<file path="config.mk">
export PLATFORM = sky130hd
export DESIGN_NAME = mash_dsm
export DESIGN_NICKNAME = d
export VERILOG_FILES = /design/src/rtl/mash_pkg.sv /design/src/rtl/mash_stage.sv /design/src/rtl/mash_dsm.sv
export SDC_FILE = /design/constraint.sdc
export NUM_CORES = 1
export LEC_CHECK = 0
export ABC_AREA = 1
export CAP_MARGIN = 10
export CORE_MARGIN = 4
export CORE_UTILIZATION = 55
export DETAILED_ROUTE_END_ITERATION = 10
export PLACE_DENSITY = 0.75
export SLEW_MARGIN = 15
export SYNTH_ARGS = -nofsm -noshare
export SYNTH_HDL_FRONTEND = slang
export SYNTH_HIERARCHICAL = 1
export SYNTH_SLANG_ARGS = --single-unit
</file>
<file path="constraint.sdc">
create_clock -name clk -period 7 [get_ports clk]
set_input_delay 0.7 -clock clk [delete_from_list [all_inputs] [get_ports clk]]
set_output_delay 0.7 -clock clk [all_outputs]
set_load 0.03 [all_outputs]
</file>
<file path="src/rtl/mash_pkg.sv">
// Shared constants for the MASH 1-1-...-1 delta-sigma modulator: order limit,
// output-width helper and the dither LFSR definition (used with MASH_DSM_DITHER_EN).
package mash_pkg;

    localparam int MASH_MAX_ORDER = 4;

    localparam int          MASH_LFSR_W    = 15;
    localparam logic [14:0] MASH_LFSR_SEED = 15'h0001;
    // Fibonacci taps 15,14 -> bit positions 14 and 13
    localparam logic [14:0] MASH_LFSR_TAPS = 15'h6000;

    function automatic int mash_dn_w(input int order);
        return order + 1;
    endfunction

endpackage

</file>
<file path="src/rtl/mash_stage.sv">
// One first-order MASH stage: a BITS-wide wrapping accumulator whose carry out
// is the stage's quantised output.
module mash_stage
    import mash_pkg::*;
#(
    parameter int BITS = 8
) (
    input  logic            clk,
    input  logic            rst,
    input  logic            ce,
    input  logic [BITS-1:0] addend,
    input  logic            cin,
    output logic [BITS-1:0] acc,
    output logic            carry
);

    logic [BITS:0] sum;

    // acc + addend + cin never exceeds 2^(BITS+1)-1, so one carry bit suffices
    assign sum   = {1'b0, acc} + {1'b0, addend} + {{BITS{1'b0}}, cin};
    assign carry = sum[BITS];

    always_ff @(posedge clk) begin
        if (rst) begin
            acc <= '0;
        end else if (ce) begin
            acc <= sum[BITS-1:0];
        end
    end

endmodule

</file>
<file path="src/rtl/mash_dsm.sv">
// MASH 1-1-...-1 delta-sigma modulator for a fractional-N divider, ORDER 1..4.
// Define MASH_DSM_DITHER_EN to add a 15-bit LFSR LSB dither into stage 1.
module mash_dsm
    import mash_pkg::*;
#(
    parameter int BITS  = 8,
    parameter int ORDER = 4,
    parameter int NBITS = 8
) (
    input  logic               clk,
    input  logic               rst,
    input  logic               ce,
    input  logic [BITS-1:0]    f,
    input  logic               f_load,
    input  logic [NBITS-1:0]   n_int,
    output logic signed [ORDER:0] dn,
    output logic [NBITS-1:0]   div
);

    localparam int DW = mash_dn_w(ORDER);

    if (ORDER < 1 || ORDER > MASH_MAX_ORDER) begin : g_order_check
        $error("mash_dsm: ORDER=%0d outside 1..%0d", ORDER, MASH_MAX_ORDER);
    end

    function automatic logic [DW-1:0] cancel_term(
        input logic                 carry,
        input logic signed [DW-1:0] up,
        input logic signed [DW-1:0] up_prev
    );
        logic signed [DW:0] wide;
        wide = $signed({{DW{1'b0}}, carry})
             + $signed({up[DW-1], up})
             - $signed({up_prev[DW-1], up_prev});
        return wide[DW-1:0];
    endfunction

    function automatic logic [NBITS-1:0] div_sum(
        input logic [NBITS-1:0]     base,
        input logic signed [DW-1:0] off
    );
        logic signed [NBITS-1:0] off_x;
        off_x = NBITS'(off);
        return base + off_x;
    endfunction

    logic [BITS-1:0]  f_q;
    logic [NBITS-1:0] n_int_q;
    logic             dither_bit;

    always_ff @(posedge clk) begin
        if (rst) begin
            f_q <= '0;
        end else if (f_load) begin
            f_q <= f;
        end
    end

`ifdef MASH_DSM_DITHER_EN
    logic [MASH_LFSR_W-1:0] lfsr_q;

    always_ff @(posedge clk) begin
        if (rst) begin
            lfsr_q <= MASH_LFSR_SEED;
        end else if (ce) begin
            lfsr_q <= {lfsr_q[MASH_LFSR_W-2:0], ^(lfsr_q & MASH_LFSR_TAPS)};
        end
    end

    assign dither_bit = lfsr_q[0];
`else
    assign dither_bit = 1'b0;
`endif

    // p0: cascaded accumulators, stage k integrates the residue of stage k-1
    logic [ORDER-1:0][BITS-1:0] acc_p0;
    logic [ORDER-1:0]           carry_p0;
    logic [BITS-1:0]            acc_last_unused;

    for (genvar k = 0; k < ORDER; k++) begin : g_stage
        logic [BITS-1:0] addend;
        logic            cin;

        if (k == 0) begin : g_first
            assign addend = f_q;
            assign cin    = dither_bit;
        end else begin : g_next
            assign addend = acc_p0[k-1];
            assign cin    = 1'b0;
        end

        mash_stage #(
            .BITS(BITS)
        ) u_stage (
            .clk   (clk),
            .rst   (rst),
            .ce    (ce),
            .addend(addend),
            .cin   (cin),
            .acc   (acc_p0[k]),
            .carry (carry_p0[k])
        );
    end

    // The top stage's residue feeds nothing further down the cascade.
    assign acc_last_unused = acc_p0[ORDER-1];

    // p1/p2: recursive noise cancellation, d_p1[k] = c_k + d_{k+1} - d_{k+1} delayed
    logic [ORDER-1:0][DW-1:0] d_p1;
    logic [ORDER-1:0][DW-1:0] dly_p2;
    logic [ORDER-1:0][DW-1:0] up_w;
    logic [ORDER-1:0][DW-1:0] d_nxt;

    for (genvar k = 0; k < ORDER; k++) begin : g_cancel
        if (k == ORDER - 1) begin : g_top
            assign up_w[k] = '0;
        end else begin : g_mid
            assign up_w[k] = d_p1[k+1];
        end
        assign d_nxt[k] = cancel_term(carry_p0[k], up_w[k], dly_p2[k]);
    end

    always_ff @(posedge clk) begin
        if (rst) begin
            d_p1   <= '0;
            dly_p2 <= '0;
        end else if (ce) begin
            d_p1   <= d_nxt;
            dly_p2 <= up_w;
        end
    end

    assign dn = d_p1[0];

    // Divide word: registered integer ratio plus sign-extended offset, wrapping
    always_ff @(posedge clk) begin
        if (rst) begin
            n_int_q <= '0;
            div     <= '0;
        end else if (ce) begin
            n_int_q <= n_int;
            div     <= div_sum(n_int_q, dn);
        end
    end

endmodule

</file>
==> key figures, run 1 <==
Route
  • WL per Instance: approximately 11 um
  • Detailed Routing Iterations Pass 1: 4
  • Routed Antenna Nets: 0
  • Via count: between 4000 and 5000
  • Residual DRC count: 0
  • First DRT Iteration DRCs: 241
  • Routed wire length: between 10000 and 15000 um
  • DR vias/cell: between 4 and 5

Clocking
  • H-tree depth: 3
  • Post-CTS setup buffers: 0
  • Root Buffer: clkbuf_8
  • Resize count post-CTS: 0
  • Worst-skew pair later-pin latency: 0.35 ns
  • CTS Buf Count: 9
  • Sink Count: slightly below 80
  • Reg clk slew, reported paths: 0.08 ns
  • TritonCTS clock tree: yes
  • Clock buffer depth: 2
  • CTS Hold Bufs: 0

Yosys
  • EDFF count, synth: 0
  • Synth Flop Type: dfxtp_1
  • Mapped Cells: between 700 and 800
  • Yosys top cell area share: 0.301
  • Synth Warn #: 6
  • Post-synth cell types: 31
  • Synth async-reset ratio: 0
  • Netlist Area Pre-Place: ~0.0053 mm^2
  • Sequential fraction of the synthesis area: 0.301
  • Synthesized flop and latch total: just under 80
  • Largest cells by area after synthesis: dfxtp_1 30%, ha_1 13%, nand2_1 12%, nor2_1 8.4%, inv_1 7.9%
  • Synth area leader: dfxtp_1
  • Post-Syn Area per Cell: around 7 um^2

Power
  • Leak: ~0.0030 uW
  • VDD IR max: between 0.1 and 0.15 mV
  • Final Power: approximately 1300 uW
  • Pwr/cell area: approximately 220 mW/mm^2

Outcome
  • Outcome: complete, no violations

Worst setup path
  • R2R setup slack: between 4 and 5 ns
  • Crit end category: flop
  • Startpoint Class: flop
  • Critical path peak fanout: 3
  • RR Startpoint: g_stage[0].u_stage/acc[0]$_SDFFE_PP0P_
  • Crit path DAT: approximately 3.3 ns
  • Worst r2r dst: d_p1[9]$_SDFFE_PP0P_
  • Critical path required time: around 7.3 ns
  • FF-to-FF path depth: 13
  • Critical path type: reg2reg

Timing
  • Final setup TNS: 0 ns
  • # setup viols final: 0
  • Fin Clk Skew: approximately 0.0074 ns
  • Highest Clock Rate: between 300 and 400 MHz
  • Final hold violation count: 0
  • RSZ-0062 raised after global routing: no
  • Crit share post-route: 0.426
  • Pins Over Slew Limit: 0
  • Relative slew slack: 0.336
  • Worst-margin pin slew: ~1.0 ns
  • Minimum clock period: 2.98 ns

Hold path
  • Hold Path Origin: dly_p2[6]$_SDFFE_PP0P_
  • Hold path cells: 2
  • Hold Crit Class: reg2reg
  • Hold Path Sink: dly_p2[6]$_SDFFE_PP0P_

GRT
  • Vias in the first global route: 4400
  • First-pass GRT wire length: 18400 um
  • Tot GR Track Use: 0.195
  • Initial antenna violation count: 0
  • Largest net degree at the start of global routing: between 100 and 150
  • Grt ovf: 0

Floorplanning
  • Die Height: between 100 and 150 um
  • Die area: about 0.011 mm^2
  • DIE WIDTH: 106 um
  • Total core area: 0.00928 mm^2
  • Initial core utilization: 0.566
  • Io pins: 33
  • Row cnt: 35

Cells and area
  • Layout overhead on the synthesized area: 10.1%
  • Share of layout cells above drive strength 1: 0.0384
  • Nets: 860
  • Post-route cell area: between 0.005 and 0.006 mm^2
  • # diodes: 0

Placement
  • Post-DP HPWL: a little over 7000 um
  • Number of I/O port buffers: 32
  • GPL Wtd Cong: between 0.8 and 0.9
  • Placed inst area: about 0.0055 mm^2

Run
  • Max-cap violations: 0
[layout by cell type (no fill, tap or decap)]
master / n
fa_1: 11
or2_4: 6
o311ai_0: 4
buf_2: 1
inv_2: 3
xor2_1: 4
conb_1: 4
o31ai_1: 1
clkbuf_8: 10
o21ai_0: 13
nand3b_4: 1
nand2_4: 1
bufinv_16: 3
nand3_2: 1
a21oi_1: 45
xnor2_1: 3
a21oi_4: 1
ha_1: 53
nand3b_1: 11
nor2_1: 117
dfxtp_1: 79
nand3_1: 58
o211ai_1: 3
nand2_1: 162
o21ai_1: 31
clkdlybuf4s50_1: 31
nand2_2: 1
inv_1: 110
buf_4: 2
clkbuf_1: 3
nor3_1: 4
or2_1: 4
[routing by layer]
layer	GRT usage	vias to the layer above	part of all wire
li1	-	2419	-
met1	0.233	2049	0.47
met2	0.347	63	0.49
met3	0.0306	17	0.024
met4	0.0805	0	0.019
met5	0	-	0
[critical path, cell delays in order (launching register included)]
cell,delay (ns)
dfxtp_1,0.35
fa_1,0.47
fa_1,0.43
nand2_1,0.09
nand2_1,0.10
nand3_1,0.09
o311ai_0,0.17
ha_1,0.27
fa_1,0.41
nand2_1,0.10
inv_1,0.06
o31ai_1,0.19
nand2_1,0.08
a21oi_1,0.12
[how the worst max path moves through the flow]
| stage | from | end | depth (start not counted) |
|---|---|---|---|
| after global routing | g_stage[0].u_stage/acc[0]$_SDFFE_PP0P_ | d_p1[9]$_SDFFE_PP0P_ | 13 |
| after floorplan | g_stage[0].u_stage/acc[0]$_SDFFE_PP0P_ | d_p1[9]$_SDFFE_PP0P_ | 13 |
| final | g_stage[0].u_stage/acc[0]$_SDFFE_PP0P_ | d_p1[9]$_SDFFE_PP0P_ | 13 |
| after global placement | g_stage[0].u_stage/acc[0]$_SDFFE_PP0P_ | d_p1[9]$_SDFFE_PP0P_ | 13 |
| after detailed placement | g_stage[0].u_stage/acc[0]$_SDFFE_PP0P_ | d_p1[9]$_SDFFE_PP0P_ | 13 |
| after CTS | g_stage[0].u_stage/acc[0]$_SDFFE_PP0P_ | d_p1[9]$_SDFFE_PP0P_ | 13 |
[cell usage after synthesis, drive strengths merged (8+ instances only)]
cell type  number
nand2         164
nor2          117
inv           113
dfxtp          79
nand3          59
ha             53
a21oi          46
o21ai          44
buf            18
nand3b         12
fa             11
or2            10
clkbuf          8
[flip-flops by register name, indices dropped and copies added, names as in the netlist]
register / count
f_q: 8
g_stage.u_stage/acc: 32
dn: 5
n_int_q: 8
div: 8
dly_p2: 9
d_p1: 9
[area by class of cell]
| cell class | instances | area [um^2] |
|---|---|---|
| clock inverters | 3 | 90.1 |
| flip-flops and latches | 79 | 1580 |
| fillers | 865 | 3500 |
| clock buffers | 13 | 149 |
| repair buffers | 34 | 330 |
| well taps | 129 | 161 |
| inverters | 113 | 424 |
| multi-input cells | 539 | 3050 |
[cell families (layout without fill, tap and decap cells)]
kind of cell,count (synthesis),count (layout),synth area share
flip-flops,79,79,0.301
AO/OA/AOI/OAI,98,98,0.100
buffers and inverters,139,163,0.121
AND/OR/NAND/NOR,366,366,0.298
other,1,4,0.000713
adder cells (fa/ha/maj),64,64,0.168
XOR/XNOR,7,7,0.0117
[report_power, final]
group          internal, uW  switching [uW]
sequential              492            35.3
clock                   248             163
combinational           152             210
total                   891             408
[stage by stage]
stage	hold slack, ns	instances	util	setup slack [ns]
final	0.467	910	0.623	4.02
after global routing	0.497	910	0.623	3.79
after CTS	0.471	910	0.623	4.01
after detailed placement	0.459	894	0.598	4.11
after global placement	0.447	894	0.598	4.14
after floorplan	0.438	757	-	4.36
Power figures use the tool's default switching activity.
==> inputs of run 2 (changes only) <==
==> constraint.sdc (replaced) <==
create_clock -name clk -period 2.75 [get_ports clk]
set_input_delay 0.275 -clock clk [delete_from_list [all_inputs] [get_ports clk]]
set_output_delay 0.275 -clock clk [all_outputs]
set_load 0.03 [all_outputs]
==> key figures, run 2 (synthesis gave the netlist of run 1 again) <==
GRT
  • Grt ovf: 0
  • First-pass GRT wire length: ~19000 um
  • Largest net degree at the start of global routing: ~100
  • Tot GR Track Use: 0.196
  • Initial antenna violation count: 0
  • Vias in the first global route: approximately 4400

Worst setup path
  • CP cell instances: buf_4, fa_1, fa_1, nand2_1, nand2_1, nand3_1, o311ai_0, ha_1, inv_1, ha_1, a21oi_1
  • CP peak stage delay: approximately 0.47 ns
  • Startpoint Class: flop
  • RR Startpoint: g_stage[1].u_stage/acc[0]$_SDFFE_PP0P_
  • R2R setup slack: 0.11 ns
  • Critical path required time: ~3.0 ns
  • Crit end category: flop
  • Critical path type: reg2reg
  • Crit path DAT: approximately 2.9 ns
  • Worst r2r dst: d_p1[11]$_SDFFE_PP0P_
  • Critical path peak fanout: 3
  • Critical-path top delay cell: fa_1
  • CP top delay family: adder cells
  • WP buf/inv: 2
  • FF-to-FF path depth: 11

Power
  • Pint: 2140 uW
  • P_sw: 1060 uW
  • Flop pwr share: 0.419
  • Switching part of the total: 0.332
  • Pwr/cell area: between 500 and 600 mW/mm^2
  • VDD IR max: approximately 0.27 mV
  • Combinational share of power: 0.301
  • Power share of the clock group: 0.280
  • Leak: roughly 0.0031 uW

Clocking
  • TritonCTS clock tree: yes
  • Root Buffer: clkbuf_8
  • Worst-skew pair later-pin latency: roughly 0.35 ns
  • Clock buffer depth: 2
  • Sink Count: between 70 and 80
  • Reg clk slew, reported paths: 0.08 ns
  • CTS Buf Count: 9
  • H-tree depth: 3

Cells and area
  • # diodes: 0
  • Layout overhead on the synthesized area: 12.0%
  • Nets: between 800 and 900
  • Max reg flops: 32
  • Final core occ: 0.634
  • Top reg by flops: g_stage.u_stage/acc
  • Most frequent cells in the layout: 159 x nand2_1, 117 x nor2_1, 109 x inv_1, 78 x dfxtp_1, 56 x nand3_1
  • Most common cell after layout, fill and taps aside: nand2_1
  • Share of layout cells above drive strength 1: 0.0734
  • Biggest regs: g_stage.u_stage/acc (32), d_p1 (9), dly_p2 (9)
  • Post-route cell area: between 0.005 and 0.006 mm^2

Route
  • WL per Instance: about 11 um
  • Routed Antenna Nets: 0
  • Detailed Routing Iterations Pass 1: 5
  • Routed wire length: approximately 10000 um
  • Via count: ~4600
  • Residual DRC count: 0
  • DR vias/cell: around 5
  • First DRT Iteration DRCs: about 250

Placement
  • Placed inst area: between 0.005 and 0.006 mm^2
  • Post-DP HPWL: around 7200 um
  • Number of I/O port buffers: 32
  • GPL Wtd Cong: slightly below 0.9

Timing
  • Crit share post-route: 0.958
  • Fin Clk Skew: approximately 0.010 ns
  • Worst-margin pin slew: between 0.5 and 0.6 ns
  • # setup viols final: 0
  • Final setup TNS: 0 ns
  • Pins Over Slew Limit: 0
  • Relative slew slack: 0.599
  • Final hold violation count: 0
  • Minimum clock period: 2.64 ns
  • Highest Clock Rate: between 300 and 400 MHz
  • Hold WS: between 0.4 and 0.5 ns

Hold path
  • Hold Path Sink: dly_p2[2]$_SDFFE_PP0P_
  • Hold path cells: 2
  • Hold Crit Class: reg2reg
  • Hold Path Origin: dly_p2[2]$_SDFFE_PP0P_

Floorplanning
  • Initial core utilization: 0.566
  • DIE WIDTH: approximately 110 um
  • Die Height: between 100 and 150 um
  • Die area: ~0.011 mm^2
  • Total core area: slightly above 0.009 mm^2
  • Row cnt: 35
  • Io pins: 33

Outcome
  • Outcome: complete, no violations

Run
  • Max-cap violations: 0
## run 2: changes by cell type in the layout (fill, tap and decap cells not counted), moves of 3 or more
cell and change:
nand2_1 -3, nand2_2 +3, buf_4 +8, fa_1 -6
fa_2 +6
## run 2: worst min-delay path: stages, from the launching register on
cell	delay, ns
dfxtp_1	0.31
inv_1	0.06
a21oi_1	0.06
## run 2: worst max path at each step
stage,startpoint,endpoint,cells past startpoint
after floorplan,g_stage[0].u_stage/acc[0]$_SDFFE_PP0P_,d_p1[9]$_SDFFE_PP0P_,13
after global placement,g_stage[0].u_stage/acc[0]$_SDFFE_PP0P_,d_p1[9]$_SDFFE_PP0P_,13
after detailed placement,g_stage[0].u_stage/acc[0]$_SDFFE_PP0P_,d_p1[9]$_SDFFE_PP0P_,13
after CTS,g_stage[0].u_stage/acc[0]$_SDFFE_PP0P_,d_p1[9]$_SDFFE_PP0P_,13
after global routing,g_stage[0].u_stage/acc[0]$_SDFFE_PP0P_,d_p1[9]$_SDFFE_PP0P_,13
final,g_stage[1].u_stage/acc[0]$_SDFFE_PP0P_,d_p1[11]$_SDFFE_PP0P_,11
## run 2: final cells by class
class	instances	area (um^2)
fillers	832	3400
multi-input cells	539	3100
flip-flops and latches	79	1580
inverters	113	424
repair buffers	43	410
well taps	129	161
clock buffers	12	155
clock inverters	4	52.6
## run 2: metrics by stage
| step | setup WS [ns] | total power, uW | instances |
|---|---|---|---|
| 3_3_place_gp | -0.0423 | 2260 | 899 |
| 5_1_grt | -0.0196 | 3450 | 919 |
| 3_5_place_dp | -0.103 | 2300 | 899 |
| 4_1_cts | 0.0284 | 3210 | 915 |
| 2_1_floorplan | 0.109 | 2080 | 757 |
| 6_report | 0.115 | 3200 | 919 |
## run 2: power groups by stage
stage               Clock (uW)  Sequential [uW]  Combinational (uW)
CTS                        929             1340                 941
global route               979             1360                1110
detailed placement           0             1370                 932
floorplan                    0             1370                 716
global placement             0             1360                 898
finish                     895             1340                 962
## run 2: per-layer routing
layer / track usage / share of wire
met1: 0.240 / 0.47
met2: 0.349 / 0.48
met3: 0.0374 / 0.030
met4: 0.0555 / 0.013
met5: 0 / 0
## run 2: what timing repair did
item / 4_1_cts / 5_1_grt
setup endpoints to repair: 3 / 5
pin swaps: 1 / 7
cloned: 0 / 0
hold buffers: 0 / 0
setup buffers: 0 / 4
gates resized for setup: 4 / 15
